### src/rtl/exc_ctrl_pkg.sv
// Shared definitions for the exception/interrupt sequencer: exception codes,
// CP0 register indices, handler entry address and FSM state encoding.
package exc_ctrl_pkg;

   localparam logic [4:0] EXC_INT     = 5'd0;
   localparam logic [4:0] EXC_ADEL    = 5'd4;
   localparam logic [4:0] EXC_ADES    = 5'd5;
   localparam logic [4:0] EXC_SYSCALL = 5'd8;
   localparam logic [4:0] EXC_RI      = 5'd10;
   localparam logic [4:0] EXC_OV      = 5'd12;

   localparam logic [4:0] CP0_SR    = 5'd12;
   localparam logic [4:0] CP0_CAUSE = 5'd13;
   localparam logic [4:0] CP0_EPC   = 5'd14;

   localparam logic [31:0] HANDLER_ADDR_DEF = 32'h0000_4180;

   typedef enum logic [1:0] {
      RUN  = 2'd0,
      TRAP = 2'd1,
      ERET = 2'd2
   } exc_state_t;

endpackage

### src/rtl/exc_ctrl_int_sync.sv
// Parameterised two-flop synchroniser for asynchronous interrupt lines.
module exc_ctrl_int_sync #(
   parameter int WIDTH = 6
) (
   input  logic             clk,
   input  logic             reset,
   input  logic [WIDTH-1:0] async_in,
   output logic [WIDTH-1:0] sync_out
);

   logic [WIDTH-1:0] sync_p0;
   logic [WIDTH-1:0] sync_p1;

   always_ff @(posedge clk) begin
      if (reset) begin
         sync_p0 <= '0;
         sync_p1 <= '0;
      end else begin
         sync_p0 <= async_in;
         sync_p1 <= sync_p0;
      end
   end

   assign sync_out = sync_p1;

endmodule

### src/rtl/exc_ctrl.sv
// M-stage exception/interrupt sequencer between the pipeline and CP0.
// Define EXC_CTRL_INT_SYNC_EN to pass hwint_in through a 2-flop synchroniser.
module exc_ctrl
   import exc_ctrl_pkg::*;
#(
   parameter logic [31:0] HANDLER_ADDR = HANDLER_ADDR_DEF,
   parameter int          HWINT_W      = 6
) (
   input  logic               clk,
   input  logic               reset,
   input  logic [HWINT_W-1:0] hwint_in,
   input  logic               m_valid,
   input  logic [31:0]        m_pc,
   input  logic               m_bd,
   input  logic [4:0]         m_exc,
   input  logic               m_eret,
   input  logic [31:0]        e_pc,
   input  logic               e_bd,
   input  logic               d_eret,
   input  logic               e_mtc0_epc,
   input  logic               m_mtc0_epc,
   input  logic               cp0_req,
   input  logic [31:0]        cp0_epc,
   output logic [31:0]        cp0_vpc,
   output logic               cp0_isdb,
   output logic [4:0]         cp0_exccode,
   output logic               cp0_exclr,
   output logic [HWINT_W-1:0] cp0_hwint,
   output logic               flush,
   output logic               redirect,
   output logic [31:0]        redirect_pc,
   output logic               stall_d
);

   exc_state_t state;
   logic       in_run;
   logic       take_trap;
   logic       take_eret;

   assign in_run    = (state == RUN) && !reset;
   assign take_trap = in_run && cp0_req;
   assign take_eret = in_run && m_eret && !cp0_req;

   always_ff @(posedge clk) begin
      if (reset) begin
         state <= RUN;
      end else begin
         case (state)
            RUN: begin
               if (cp0_req)
                  state <= TRAP;
               else if (m_eret)
                  state <= ERET;
            end
            default: state <= RUN;
         endcase
      end
   end

   // A bubble in M reports the E-stage PC so an interrupt taken there is not lost.
   assign cp0_vpc  = m_valid ? m_pc : e_pc;
   assign cp0_isdb = m_valid ? m_bd : e_bd;

   assign cp0_exccode = (in_run && m_valid) ? m_exc : 5'd0;
   assign cp0_exclr   = take_eret;
   assign redirect    = take_trap || take_eret;
   // The cycle after a redirect still flushes the wrong-path fetch sitting in F.
   assign flush       = take_trap || take_eret || (!reset && state != RUN);
   assign stall_d     = in_run && d_eret && (e_mtc0_epc || m_mtc0_epc);

   always_comb begin
      redirect_pc = 32'd0;
      if (take_trap)
         redirect_pc = HANDLER_ADDR;
      else if (take_eret)
         redirect_pc = cp0_epc;
   end

`ifdef EXC_CTRL_INT_SYNC_EN
   exc_ctrl_int_sync #(
      .WIDTH(HWINT_W)
   ) u_int_sync (
      .clk     (clk),
      .reset   (reset),
      .async_in(hwint_in),
      .sync_out(cp0_hwint)
   );
`else
   assign cp0_hwint = hwint_in;
`endif

endmodule

### config.mk
export PLATFORM = sky130hd
export DESIGN_NAME = exc_ctrl
export DESIGN_NICKNAME = d
export VERILOG_FILES = /design/src/rtl/exc_ctrl_pkg.sv /design/src/rtl/exc_ctrl_int_sync.sv /design/src/rtl/exc_ctrl.sv
export SDC_FILE = /design/constraint.sdc
export NUM_CORES = 1
export LEC_CHECK = 0
export ABC_CLOCK_PERIOD_IN_PS = 1800
export CAP_MARGIN = 10
export CORE_AREA = 2 2 76 78
export CTS_BUF_LIST = sky130_fd_sc_hd__clkbuf_2
export CTS_CLUSTER_DIAMETER = 200
export CTS_CLUSTER_SIZE = 14
export DETAILED_ROUTE_END_ITERATION = 7
export DIE_AREA = 0 0 78 80
export DONT_BUFFER_PORTS = 1
export PLACE_DENSITY_LB_ADDON = 0.05
export SETUP_SLACK_MARGIN = 0.05
export SLEW_MARGIN = 10
export SYNTH_ARGS = -nofsm -noshare
export SYNTH_HDL_FRONTEND = slang
export SYNTH_HIERARCHICAL = 1
export SYNTH_SLANG_ARGS = --single-unit
### constraint.sdc
create_clock -name clk -period 1.8 [get_ports clk]
set_clock_uncertainty 0.1 [all_clocks]
set_input_delay 0.18 -clock clk [delete_from_list [all_inputs] [get_ports clk]]
set_output_delay 0.18 -clock clk [all_outputs]
set_load 0.1 [all_outputs]
==> results by group, run 1 <==
Run status
  – Status: complete, no violations

Finish
  – Post-route insts no fill: between 200 and 250
  – Share of layout cells above drive strength 1: 0.9270
  – Top flop regs: state: 2 flops
  – Commonest cells after routing, fill and taps aside: 43 x buf_12, 33 x mux2_2, 29 x and4bb_2
  – Final core utilization: 0.3662
  – Area growth from synthesis to layout: 93.87%
  – Final net count: 256
  – Number of flip-flops under the largest register name: 2
  – Most common library cell in the layout ignoring fill and taps: buf_12
  – Antenna diode count: 0
  – Top reg by flops: state

CTS
  – Source-to-sink clock delay at the later pin of the worst-skew pair: 0.20 ns
  – Number of sinks driven by the clock tree: 2
  – Maximum clock path buffer count: 2
  – Cell at the root of the clock tree: clkbuf_2
  – CTS tree: done
  – TritonCTS buffer count: 3
  – CTS clk-pin slew, worst paths: 0.03 ns
  – Total number of H-tree levels: 1

Die
  – Boundary pin count: between 150 and 200
  – Die height: about 80 microns
  – Std cell rows: 27
  – Core area: 5405 sq um
  – Die X-Extent: roughly 80 microns
  – Floorplan die area: between 6000 and 7000 sq um
  – Initial core utilization: 0.1889

Yosys
  – Share of synthesized cell area in full adder, half adder and majority cells: 0
  – Multiplexer fraction of the synthesized cell area: 0.3640
  – Number of distinct library cells after synthesis: 16
  – Share of the synthesized netlist area taken by xor and xnor gates: 0
  – Combinational family with the most area after synthesis: simple AND/OR/NAND/NOR gates
  – Count of warnings emitted by yosys: 6
  – Post-synthesis net count: about 230
  – Synth Area per Inst: around 9.5 sq um
  – Synthesized area: a little over 1000 sq um
  – Synthesized-area fraction occupied by and/or/nand/nor cells: 0.4632
  – Share of the synthesized area in compound gates (AO/OA/AOI/OAI): 0.02451
  – Gate count of the mapped netlist: around 110
  – Sequential fraction of the synthesis area: 0.03922
  – Register bit total from synthesis: 2

Timing
  – Worst slew margin relative to its limit: 0.6380
  – Final slew viol count: 0
  – Final setup fails: 0
  – Unrepaired setup endpoints after global routing: no
  – Worst-Margin Slew: about 0.55 ns
  – Final Hold Fails: 0
  – Final worst path period need: approximately 1.7 ns
  – Post-route worst setup slack: 0.1318 ns
  – Max frequency: around 600 MHz
  – Part of the cycle the worst path needs: 0.9268

Global routing
  – Global-route wire length before repair: approximately 6100 microns
  – Largest net degree at the start of global routing: 35
  – GRT Residual Overflow: 0
  – Total routing usage reported by global routing: 0.1237
  – Initial antenna violation count: 0
  – Vias in the first global route: 1110

Pwr
  – Pwr dens: around 570 nW/um^2
  – Max rail drop VDD: 0.1977 mV
  – Leakage power of the design: between 0.7 and 0.8 nW

Worst setup path
  – R2R depth: 3
  – Critical Path RT: about 1.5 ns
  – Beginning of the critical path: state[0]
  – Startpoint-to-endpoint class of the critical path: register to output port
  – Reg-to-reg endpoint: state[1]
  – Crit end category: output port
  – CP Launch Type: register
  – Highest net fanout along the worst path: 6
  – RR Startpoint: state[1]
  – Worst path arrival time: between 1 and 1.5 ns
  – Capturing element of the worst setup path: redirect_pc[14]
  – Register-to-register setup slack: 0.80 ns

Placement
  – Post-placement setup slack: ~0.23 ns
  – IO Port Bufs: 0
  – Last weighted congestion value of the routability-driven placer: roughly 0.68
  – Placed Cells: a little over 200
  – DP Wirelength: around 3600 microns

Route
  – Via/cell ratio: about 5
  – DRC: 0
  – Average wire length per cell after detail routing: slightly above 20 microns
  – Remaining antenna violation count after routing: 0
  – First-pass detailed-route iteration total: 4
  – Starting DRC count in detailed routing: 17
  – Total Wirelength: 4309 microns
  – Via total after detailed routing: about 1100

Worst hold path
  – Worst min-delay path class: primary input to register

Flow run
  – Number of max-cap violations: 0
-- worst max-delay path, stage by stage, from the launching register on --
cell,delay (ns)
dfxtp_2,0.36
or3_4,0.45
nor2_2,0.18
buf_12,0.19
-- metal layers --
| layer | GRT usage | share of wire | wire, microns |
|---|---|---|---|
| met5 | 0 | 0 | 0 |
| met2 | 0.2405 | 0.57 | 2435 |
| met4 | 0.03158 | 0.0058 | 25 |
| met1 | 0.1163 | 0.32 | 1362 |
| met3 | 0.05769 | 0.11 | 487 |
-- area by class of cell --
cell class                      count  area (sq um)
Clock buffer                        3         15.01
Fill cell                         510          3426
Multi-Input combinational cell     86         943.4
Sequential cell                     2         42.54
Tap cell                           72         90.09
Timing Repair Buffer               46         888.4
-- synthesized netlist by cell type --
master | instances | area, sq um
or3_1 | 1 | 6.260
nor4b_1 | 1 | 8.760
nor4_1 | 2 | 12.51
buf_2 | 5 | 25.02
buf_4 | 6 | 45.04
a21oi_1 | 4 | 20.02
o21ai_0 | 1 | 5.000
nand2b_1 | 1 | 6.260
and2_1 | 5 | 31.28
clkbuf_1 | 3 | 11.26
dfxtp_1 | 2 | 40.04
and4bb_2 | 29 | 362.9
nor2_1 | 8 | 30.03
clkbuf_2 | 6 | 30.03
nor4b_2 | 1 | 15.01
mux2_2 | 33 | 371.6
-- cells by family after synthesis --
logic type             Yosys count
DFF                              2
buffers and inverters           20
muxes                           33
AOI/OAI and AO/OA                5
and+or+nand+nor                 48
-- worst min-delay path by stage --
stage | from | to | slack (ns) | depth (start not counted)
2_1_floorplan | cp0_req | state[1] | 0.37 | 2
3_3_place_gp | cp0_req | state[1] | 0.16 | 1
3_5_place_dp | cp0_req | state[1] | 0.16 | 1
4_1_cts | cp0_req | state[0] | 0.04 | 1
5_1_grt | cp0_req | state[0] | 0.02 | 1
6_report | cp0_req | state[0] | 0.05 | 1
-- stage by stage --
stage	total power, mW	setup TNS, ns	hold slack (ns)	instance area, sq um
after global routing	1.163	0	0.02178	1979
after detailed placement	1.047	0	0.1634	1901
after global placement	1.048	0	0.1610	1901
final	1.132	0	0.04505	1979
after CTS	1.132	0	0.04013	1943
after floorplan	0.9547	-0.9522	0.3684	1066
-- where the power goes --
group | switching (mW) | internal, mW
logic | 0.764 | 0.243
registers | 0.00544 | 0.0475
clock network | 0.0282 | 0.0444
-- timing repair --
action,CTS,global route
hold buffers,2,0
pin swaps,0,2
hold endpoints to repair,2,0
setup buffers,0,0
resized for setup,2,8
endpoints found under the setup margin,34,36
Power figures use the tool's default switching activity.
==> run 2: changes to the inputs <==
--- a/config.mk
+++ b/config.mk
@@ -10,7 +10,6 @@
 export CORE_AREA = 2 2 76 78
 export CTS_BUF_LIST = sky130_fd_sc_hd__clkbuf_2
 export CTS_CLUSTER_DIAMETER = 200
-export CTS_CLUSTER_SIZE = 14
 export DETAILED_ROUTE_END_ITERATION = 7
 export DIE_AREA = 0 0 78 80
 export DONT_BUFFER_PORTS = 1
==> results of run 2 <==
The final DEF is identical to that of run 1; final timing and power are the same.
